**config.mk**
```make
export PLATFORM = sky130hd
export DESIGN_NAME = ether_stream_arbiter_flat
export DESIGN_NICKNAME = d
export VERILOG_FILES = /design/src/rtl/ether_stream_arbiter_pkg.sv /design/src/rtl/ether_stream_arbiter_if.sv /design/src/rtl/ether_stream_arbiter_rr_pick.sv /design/src/rtl/ether_stream_arbiter.sv /design/src/flat_wrapper.sv
export SDC_FILE = /design/constraint.sdc
export NUM_CORES = 1
export LEC_CHECK = 0
export ABC_AREA = 1
export CAP_MARGIN = 20
export CORE_ASPECT_RATIO = 0.75
export CORE_UTILIZATION = 40
export CTS_CLUSTER_DIAMETER = 120
export DETAILED_ROUTE_END_ITERATION = 8
export GPL_TIMING_DRIVEN = 0
export PLACE_DENSITY = 0.77
export SYNTH_ARGS = -nofsm -noshare
export SYNTH_HDL_FRONTEND = slang
export SYNTH_SLANG_ARGS = --single-unit
export TNS_END_PERCENT = 100
```
**constraint.sdc**
```tcl
create_clock -name clk -period 2 [get_ports clk]
set_input_delay 0.6 -clock clk [delete_from_list [all_inputs] [get_ports clk]]
set_output_delay 0.6 -clock clk [all_outputs]
set_load 0.05 [all_outputs]
```
**src/rtl/ether_stream_arbiter_pkg.sv**
```systemverilog
// Shared definitions for the Ethernet output-path arbiter.
//   WORD_W      : width of one event word handed to the 12->16 packer
//   GID_W       : width of the GrantId output (covers up to 8 requesters)
//   arb_state_e : one-hot arbiter states
package pct_ether_pkg;

    localparam int WORD_W = 12;
    localparam int GID_W  = 3;

    typedef enum logic [3:0] {
        ST_IDLE   = 4'b0001,
        ST_STREAM = 4'b0010,
        ST_FLUSH  = 4'b0100,
        ST_DONE   = 4'b1000
    } arb_state_e;

endpackage

```
**src/rtl/ether_stream_arbiter_if.sv**
```systemverilog
// FIFO-side bundle between the arbiter and its NREQ first-word-fall-through
// event FIFOs.
//   empty   : per-FIFO empty flag, head word valid when low
//   last_in : per-FIFO flag, head word ends its packet
//   data_in : per-FIFO head word, FIFO i at bits [12i+11:12i]
//   rd_en   : per-FIFO pop, at most one bit high
// master = arbiter side (pops), slave = FIFO side.
interface ether_stream_arbiter_if #(
    parameter int NREQ = 4
);
    import pct_ether_pkg::*;

    logic [NREQ-1:0]        empty;
    logic [NREQ-1:0]        last_in;
    logic [NREQ*WORD_W-1:0] data_in;
    logic [NREQ-1:0]        rd_en;

    modport master (input empty, input last_in, input data_in, output rd_en);
    modport slave  (output empty, output last_in, output data_in, input rd_en);

endinterface

```
**src/rtl/ether_stream_arbiter_rr_pick.sv**
```systemverilog
// Combinational round-robin search: returns the first FIFO with a valid head
// word, scanning from ptr+1 (mod NREQ) upward, so the last-served FIFO is
// considered last.
//   empty : per-FIFO empty flags
//   ptr   : index of the most recently granted FIFO
//   found : some FIFO is non-empty
//   idx   : index of the winning FIFO (0 when none found)
module rr_pick
    import pct_ether_pkg::*;
#(
    parameter int NREQ = 4
) (
    input  logic [NREQ-1:0]  empty,
    input  logic [GID_W-1:0] ptr,
    output logic             found,
    output logic [GID_W-1:0] idx
);

    // Scan offsets from farthest to nearest so the nearest non-empty FIFO
    // after ptr is the final assignment and therefore wins.
    always_comb begin
        found = 1'b0;
        idx   = '0;
        for (int k = NREQ; k >= 1; k--) begin
            for (int i = 0; i < NREQ; i++) begin
                if (((int'(ptr) + k) % NREQ) == i && !empty[i]) begin
                    found = 1'b1;
                    idx   = GID_W'(i);
                end
            end
        end
    end

endmodule

```
**src/rtl/ether_stream_arbiter.sv**
```systemverilog
// Packet-granular round-robin arbiter sharing the Ethernet packer among NREQ
// FWFT event FIFOs. One grant passes one whole packet (to the Last word, or
// force-terminated at MAXWORDS words). At end of run the packet in flight is
// drained, then a single end_run_out flush pulse is issued.
//   clk, rst     : clock, asynchronous active-high reset
//   fifo         : FIFO bundle (empty/last_in/data_in in, rd_en out)
//   run_end      : 1-clock request to end the run
//   data_out     : word to the packer, valid with strobe_out
//   strobe_out   : data_out valid
//   end_run_out  : 1-clock flush pulse to the packer
//   grant_id     : current / last granted FIFO
//   busy         : arbiter not idle
//   overflow     : sticky, a packet reached MAXWORDS without Last
module ether_stream_arbiter
    import pct_ether_pkg::*;
#(
    parameter int NREQ     = 4,
    parameter int MAXWORDS = 1024
) (
    input  logic                 clk,
    input  logic                 rst,
    ether_stream_arbiter_if.master fifo,
    input  logic                 run_end,
    output logic [WORD_W-1:0]    data_out,
    output logic                 strobe_out,
    output logic                 end_run_out,
    output logic [GID_W-1:0]     grant_id,
    output logic                 busy,
    output logic                 overflow
);

    localparam int              CNT_W   = $clog2(MAXWORDS + 1);
    localparam logic [CNT_W-1:0] CNT_MAX = CNT_W'(MAXWORDS);

    arb_state_e         state_q, state_d;
    logic [CNT_W-1:0]   cnt_q, cnt_d, cnt_inc;
    logic               pend_q, pend_d;
    logic [GID_W-1:0]   grant_d;
    logic               ovf_d;
    logic [WORD_W-1:0]  data_d;
    logic               strobe_d;
    logic               end_run_d;

    logic               pick_found;
    logic [GID_W-1:0]   pick_idx;
    logic               sel_empty;
    logic               sel_last;
    logic [WORD_W-1:0]  sel_data;
    logic               pop;

    rr_pick #(.NREQ(NREQ)) u_pick (
        .empty (fifo.empty),
        .ptr   (grant_id),
        .found (pick_found),
        .idx   (pick_idx)
    );

    // Head of the granted FIFO.
    always_comb begin
        sel_empty = 1'b1;
        sel_last  = 1'b0;
        sel_data  = '0;
        for (int i = 0; i < NREQ; i++) begin
            if (grant_id == GID_W'(i)) begin
                sel_empty = fifo.empty[i];
                sel_last  = fifo.last_in[i];
                sel_data  = fifo.data_in[i*WORD_W +: WORD_W];
            end
        end
    end

    // Pops happen only while streaming, only from the granted FIFO.
    assign pop     = (state_q == ST_STREAM) && !sel_empty;
    assign cnt_inc = cnt_q + 1'b1;
    assign busy    = (state_q != ST_IDLE);

    always_comb begin
        fifo.rd_en = '0;
        for (int i = 0; i < NREQ; i++) begin
            fifo.rd_en[i] = pop && (grant_id == GID_W'(i));
        end
    end

    always_comb begin
        state_d   = state_q;
        cnt_d     = cnt_q;
        pend_d    = pend_q;
        grant_d   = grant_id;
        ovf_d     = overflow;
        data_d    = data_out;
        strobe_d  = 1'b0;
        end_run_d = 1'b0;
        case (state_q)
            ST_IDLE: begin
                if (run_end) pend_d = 1'b1;
                // A pending run end blocks any new grant.
                if (pend_q) begin
                    state_d = ST_FLUSH;
                end else if (pick_found) begin
                    grant_d = pick_idx;
                    cnt_d   = '0;
                    state_d = ST_STREAM;
                end
            end
            ST_STREAM: begin
                if (run_end) pend_d = 1'b1;
                if (pop) begin
                    strobe_d = 1'b1;
                    data_d   = sel_data;
                    cnt_d    = cnt_inc;
                    // Last wins over the length limit: a MAXWORDS-long
                    // packet that ends properly is not an overflow.
                    if (sel_last) begin
                        state_d = ST_IDLE;
                    end else if (cnt_inc == CNT_MAX) begin
                        state_d = ST_IDLE;
                        ovf_d   = 1'b1;
                    end
                end
            end
            ST_FLUSH: begin
                end_run_d = 1'b1;
                pend_d    = 1'b0;
                state_d   = ST_DONE;
            end
            ST_DONE: begin
                // Only a run end with every FIFO drained starts a new run.
                if (run_end && (&fifo.empty)) state_d = ST_IDLE;
            end
            default: state_d = ST_IDLE;
        endcase
    end

    always_ff @(posedge clk or posedge rst) begin
        if (rst) begin
            state_q     <= ST_IDLE;
            cnt_q       <= '0;
            pend_q      <= 1'b0;
            grant_id    <= GID_W'(NREQ - 1);
            overflow    <= 1'b0;
            data_out    <= '0;
            strobe_out  <= 1'b0;
            end_run_out <= 1'b0;
        end else begin
            state_q     <= state_d;
            cnt_q       <= cnt_d;
            pend_q      <= pend_d;
            grant_id    <= grant_d;
            overflow    <= ovf_d;
            data_out    <= data_d;
            strobe_out  <= strobe_d;
            end_run_out <= end_run_d;
        end
    end

endmodule
```
**src/flat_wrapper.sv**
```systemverilog
// flat-port wrapper written by rule: the top's interface ports become plain ports
module ether_stream_arbiter_flat import pct_ether_pkg::*;
#(
    parameter int NREQ     = 4,
    parameter int MAXWORDS = 1024
)
  (clk, rst, run_end, data_out, strobe_out, end_run_out, grant_id, busy, overflow, fifo_empty, fifo_last_in, fifo_data_in, fifo_rd_en);
  ether_stream_arbiter_if #(.NREQ(NREQ)) fifo_i ();
  input  logic clk;
  input  logic rst;
  input  logic run_end;
  output logic [WORD_W-1:0] data_out;
  output logic strobe_out;
  output logic end_run_out;
  output logic [GID_W-1:0] grant_id;
  output logic busy;
  output logic overflow;
  input wire logic [$bits(fifo_i.empty)-1:0] fifo_empty;
  input wire logic [$bits(fifo_i.last_in)-1:0] fifo_last_in;
  input wire logic [$bits(fifo_i.data_in)-1:0] fifo_data_in;
  output wire logic [$bits(fifo_i.rd_en)-1:0] fifo_rd_en;
  assign fifo_i.empty = fifo_empty;
  assign fifo_i.last_in = fifo_last_in;
  assign fifo_i.data_in = fifo_data_in;
  assign fifo_rd_en = fifo_i.rd_en;
  ether_stream_arbiter #(.NREQ(NREQ), .MAXWORDS(MAXWORDS)) u_core (.clk(clk), .rst(rst), .fifo(fifo_i), .run_end(run_end), .data_out(data_out), .strobe_out(strobe_out), .end_run_out(end_run_out), .grant_id(grant_id), .busy(busy), .overflow(overflow));
endmodule
```
==> results.yml, run 1 <==
sta:
  slew_headroom_pct: 56.6
  fmax_mhz: 396
  finalSetupViolations: 4
  hold_viol_final: 0
  rsz0062_at_grt: "yes"
  fin_crit_ns: 2.53
  finClkSkew_ns: 0.00348
  worst_pin_slew_ns: 0.645
  fin_crit_sh_pct: 126
  finalWorstSetupSlack_ns: -0.526
  slew_violations: 0
synth:
  synth_warnings: 0
  yosysTopAreaCell: "dfrtp_1"
  synth_top_area_share_pct: 35.5
  synth_fp_nets: 353
  synthTopCellsByArea: "dfrtp_1, nand2_1, nand3_1, inv_1, dfstp_2"
  synth_seq_cells: 33
  ys_seq_area_share_pct: 39.2
  synthCells: 292
  syn_area_mm2: 0.00212
  yosysUniqueCellTypes: 36
  avgSynthCellArea_um2: 7.25
finish:
  finish.utilization_pct: 69.0
  syn_to_final_growth_pct: 62.4
  drive_above_1_share_pct: 21.3
  nNetsFinal: 463
  diodes: 0
status:
  outcome: "finished with violations"
  violations: "negative setup slack"
global_route:
  grt_pass1_vias: 2080
  antenna_found_initial: 0
  overflow: 0
  grt_usage_pct: 23.1
  grt_pass1_wl_um: 9920
  grt_start_max_net_pins: 22
worst_setup_path:
  r2r_setup_slack_ns: 0.05
  r2r-start: "u_core.grant_id[1]"
  end_kind: "primary output"
  setup.worst_path.start_class: "register"
  crit_path_max_fanout: 5
  reg2reg_to: "u_core.data_out[5]"
  r2r_cells: 13
  crit_type: "reg2out"
  worstPathRequired_ns: 1.40
  crit_arrival_ns: 1.93
drt:
  ant_nets: 0
  vias: 2287
  route.detailed.drc: 0
  routedWlPerCell_um: 13.2
  dr.pass1.iters: 4
  drtIter0Drc: 89
  post_drt_via_cell_ratio: 4.81
  totalWireLength_um: 6250
floorplanning:
  core_mm2: 0.00498
  start_util_pct: 42.5
  die_area_mm2: 0.00559
  io_pins: 82
  dieHeight_um: 65.0
  die_w_um: 86.0
  num_rows: 22
power:
  seqPwrFrac_pct: 24.0
  p_sw_w: 0.00225
  powerDensity_mw_per_mm2: 1310
  p_comb_share_pct: 64.4
  irDropWorstVdd_mv: 0.532
  p_int_w: 0.00225
  total_power_w: 0.00450
  power.share.clock_pct: 11.6
  leakage_nw: 1.69
  swShare_pct: 50.1
clock_network:
  clk_pin_slew_ns: 0.06
  clock_path_buffers: 2
  clockRootBuffer: "clkbuf_8"
  ctsHtreeMaxLevel: 2
  cts_inserted_buffers: 5
  clk_latency_ns: 0.28
  clock_sinks: 33
  hold_buffers: 0
  cts_tree: "yes"
worst_hold_path:
  hp-class: "reg2reg"
  worstHoldEndpoint: "u_core.overflow"
  hold_path_startpoint: "u_core.overflow"
  min_path_cells: 1
run:
  drv_cap: 0
place:
  port_buffers: 80
  globalplace.congestion: 0.855
  hpwlAfterDp_um: 4670
-- critical path: stages, from the launching register on --
cell,delay [ns]
dfstp_2,0.55
buf_8,0.13
inv_8,0.04
nor2_8,0.08
nand2_2,0.06
nand4_1,0.12
inv_2,0.08
nor2_8,0.15
inv_8,0.06
nor3_4,0.19
buf_6,0.18
-- state kept, by name, indices dropped and copies added (netlist names) --
register	flops
u_core.data_out	12
u_core.cnt_q	11
u_core.state_q	4
u_core.grant_id	2
u_core.end_run_out	1
u_core.overflow	1
u_core.pend_q	1
u_core.strobe_out	1
-- layout by cell type (no fill, tap or decap), types with 4 or more instances in the layout --
cell	netlist	routed
clkdlybuf4s50_1	0	55
nand3_1	22	21
a21oi_1	12	11
nor3_4	2	5
buf_6	1	4
dfrtp_1	30	30
buf_4	2	23
o21ai_0	8	6
dlygate4sd2_1	0	17
xor2_1	7	7
o22ai_1	6	6
nand2_1	100	97
a221oi_1	4	4
clkbuf_8	0	6
nor2_1	14	13
inv_1	26	18
buf_8	0	4
o21ai_1	13	15
inv_2	8	14
-- cell usage after synthesis, drive strengths merged --
cell      n
nand4     3
o21a      1
buf       8
nand3    23
xor2      7
or2       2
nor2     19
dfstp     3
dfrtp    30
ha        2
nand2   100
nor3      7
a21oi    12
nor4      2
o21bai    1
a22oi     1
inv      36
a221oi    4
o22ai     6
o21ai    22
clkbuf    2
conb      1
-- metrics by stage --
stage               instance area, µm²  hold slack [ns]  cells  setup TNS [ns]  worst slack, ns
floorplan                         2180            0.458    292           -1.84           -0.611
global placement                  3070            0.468    444          -15.48            -1.48
detailed placement                3100            0.467    445          -13.97            -1.52
CTS                               3310            0.482    466           -2.01           -0.533
global route                      3440            0.498    475           -2.32           -0.597
finish                            3440            0.476    475           -1.80           -0.526
-- layout make-up --
cell class	instances	area, µm²
sequential	33	830
inverter	36	156
tap	72	90.1
clock buffer	8	90.1
timing repair buffer	105	1040
fill	414	1540
multi-input combinational	213	1150
buffer	8	85.1
-- timing repair --
item / 4_1_cts / 5_1_grt
pin swaps: 5 / 6
gates cloned: 0 / 1
gates resized for setup: 71 / 17
setup endpoints to repair: 31 / 32
setup buffers: 15 / 9
-- metal layers --
layer  track usage (%)  part of all wire, %
met5                 0                    0
met3              3.69                  4.6
met1              33.5                   48
met2              35.7                   46
met4              6.25                 0.83
-- cells by family (layout without fill, tap and decap cells) --
logic type	Yosys count	count (layout)	share of synthesized area, %
buffers and inverters	46	157	9.40
AO/OA/AOI/OAI	47	47	12.7
XOR/XNOR	7	7	2.90
flip-flops	33	33	39.2
AND/OR/NAND/NOR	156	156	34.5
other	1	1	0.177
adder cells (fa/ha/maj)	2	2	1.18
-- how the worst max path moves through the flow --
stage	start	endpoint	slack, ns	cells after the start
detailed placement	fifo_empty[3]	fifo_rd_en[0]	-1.52	10
floorplan	u_core.grant_id[1]	fifo_rd_en[0]	-0.61	10
global route	u_core.grant_id[1]	fifo_rd_en[1]	-0.60	10
CTS	u_core.grant_id[1]	fifo_rd_en[1]	-0.53	10
finish	u_core.grant_id[1]	fifo_rd_en[1]	-0.53	10
global placement	fifo_empty[3]	fifo_rd_en[0]	-1.48	10
-- power groups by stage --
stage / logic (W) / clock network, W / registers [W]
floorplan: 0.00139 / 0 / 0.00159
global placement: 0.00264 / 0 / 0.00108
detailed placement: 0.00269 / 0 / 0.00109
CTS: 0.00274 / 0.000527 / 0.00108
global route: 0.00315 / 0.000563 / 0.00111
finish: 0.00290 / 0.000521 / 0.00108
No activity file was read; power rests on OpenSTA's default activity.
==> run 2, diff against run 1 <==
CTS_CLUSTER_DIAMETER = not set   (was 120)
==> results of run 2 <==
The final DEF is identical to that of run 1; final timing and power are the same.
==> run 3, diff against run 2 <==
SETUP_SLACK_MARGIN = 0.02   (was not set)
==> run 3 against run 2 <==
The flow still finishes with violations (negative setup slack). Non-clock buffer count grew 5. Clock-buffer cell count did not move. Combinational power grew 3%. Final cell count is 1.1% higher. Worst hold slack barely moved. Via count up 1.9%. Wire length increased by 2.4%. Flip-flop and latch count unchanged.
==> results.yml, run 3 (synthesis gave the netlist of run 1 again) <==
clock_network:
  clock_sinks: 33
  clockRootBuffer: "clkbuf_8"
  cts_inserted_buffers: 5
  cts_tree: "yes"
  ctsHtreeMaxLevel: 2
  clock_path_buffers: 2
  clk_latency_ns: 0.29
  clk_pin_slew_ns: 0.06
floorplanning:
  die_area_mm2: 0.00559
  die_w_um: 86.0
  start_util_pct: 42.5
  dieHeight_um: 65.0
  num_rows: 22
  io_pins: 82
  core_mm2: 0.00498
sta:
  finClkSkew_ns: 0.00483
  worst_pin_slew_ns: 0.586
  fin_crit_ns: 2.51
  fin_crit_sh_pct: 126
  finalWorstSetupSlack_ns: -0.510
  slew_violations: 0
  hold_viol_final: 0
  slew_headroom_pct: 60.6
  finalSetupViolations: 4
  fmax_mhz: 398
  rsz0062_at_grt: "yes"
  whs_ns: 0.476
finish:
  layout_common_cells: "nand2_1, clkdlybuf4s50_1, dfrtp_1"
  finish.utilization_pct: 71.1
  drive_above_1_share_pct: 24.0
  nNetsFinal: 468
  largest_register: "u_core.data_out"
  reg_top3: "u_core.data_out (12), u_core.cnt_q (11), u_core.state_q (4)"
  diodes: 0
  final_cell_area_mm2: 0.00354
  largest_reg_flops: 12
  fillerInstances: 393
  stdcell_count: 480
  syn_to_final_growth_pct: 67.3
  mostFrequentLayoutCell: "nand2_1"
worst_setup_path:
  crit_type: "reg2out"
  end_kind: "primary output"
  crit_path_max_fanout: 5
  setup.worst_path.start_class: "register"
  worstPathRequired_ns: 1.40
  crit_arrival_ns: 1.91
drt:
  route.detailed.drc: 0
  ant_nets: 0
  drtIter0Drc: 116
  post_drt_via_cell_ratio: 4.86
  routedWlPerCell_um: 13.3
  dr.pass1.iters: 4
  totalWireLength_um: 6400
  vias: 2331
place:
  port_buffers: 80
  place_area_mm2: 0.00310
  dp_cells: 445
  globalplace.congestion: 0.855
  preCtsSetupSlack_ns: -1.52
  hpwlAfterDp_um: 4670
global_route:
  grt_pass1_vias: 2126
  overflow: 0
  antenna_found_initial: 0
  grt_usage_pct: 23.3
  grt_pass1_wl_um: 10100
  grt_start_max_net_pins: 22
status:
  outcome: "finished with violations"
  violations: "negative setup slack"
run:
  drv_cap: 0
worst_hold_path:
  hp-class: "reg2reg"
power:
  leakage_nw: 1.73
  powerDensity_mw_per_mm2: 1300
  irDropWorstVdd_mv: 0.599
run 3: worst max-delay path, cell delays in order (launching register included):
cell and delay, ns:
dfstp_2 0.55, buf_8 0.13, inv_8 0.04, nor2_8 0.08
nand2_2 0.06, nand4_1 0.11, inv_2 0.08, nor2_8 0.15
inv_8 0.06, nor3_4 0.18, buf_6 0.18
run 3: area by class of cell:
class	instances	area [µm²]	share of cell area, %
multi-input cells	213	1200	33.9
repair buffers	110	1090	30.9
flip-flops and latches	33	830	23.4
inverters	36	156	4.42
clock buffers	8	90.1	2.54
well taps	72	90.1	2.54
plain buffers	8	80.1	2.26
run 3: metal layers:
layer | global-route usage, % | vias to the layer above | share of wire [%]
met5 | 0 | - | 0
met4 | 6.25 | 0 | 0.75
met3 | 4.46 | 6 | 5.7
met2 | 35.9 | 87 | 46
met1 | 33.4 | 1064 | 48
li1 | - | 1174 | -
run 3: per-stage QoR:
stage	setup TNS [ns]	power (W)
floorplan	-1.84	0.00298
global placement	-15.48	0.00373
detailed placement	-13.97	0.00378
CTS	-2.01	0.00435
global route	-2.46	0.00494
finish	-1.80	0.00462
run 3: timing repair:
| action | in CTS | in global routing |
|---|---|---|
| endpoints found under the setup margin | 33 | 33 |
| gates resized for setup | 74 | 23 |
| pin swaps | 5 | 11 |
| cloned | 0 | 2 |
| setup buffers | 15 | 13 |
| hold buffers | 0 | 0 |
run 3: power breakdown:
part / leakage, nW / internal, W / switching [W]
registers: 0.434 / 0.000920 / 0.000164
logic: 1.25 / 0.00112 / 0.00189
clock network: 0.0455 / 0.000281 / 0.000247
total: 1.73 / 0.00232 / 0.00230
run 3: worst paths after layout:
check | startpoint | to | slack (ns) | cells past startpoint
worst max-delay path | u_core.grant_id[1] | fifo_rd_en[1] | -0.51 | 10
worst min-delay path | u_core.overflow | u_core.overflow | 0.48 | 1
worst max register to register | u_core.grant_id[1] | u_core.data_out[4] | 0.06 | 13
worst min register to register | u_core.overflow | u_core.overflow | 0.48 | 1
max in group asynchronous | rst | u_core.grant_id[0] | 0.75 | 3
min in group asynchronous | rst | u_core.cnt_q[9] | 0.67 | 2
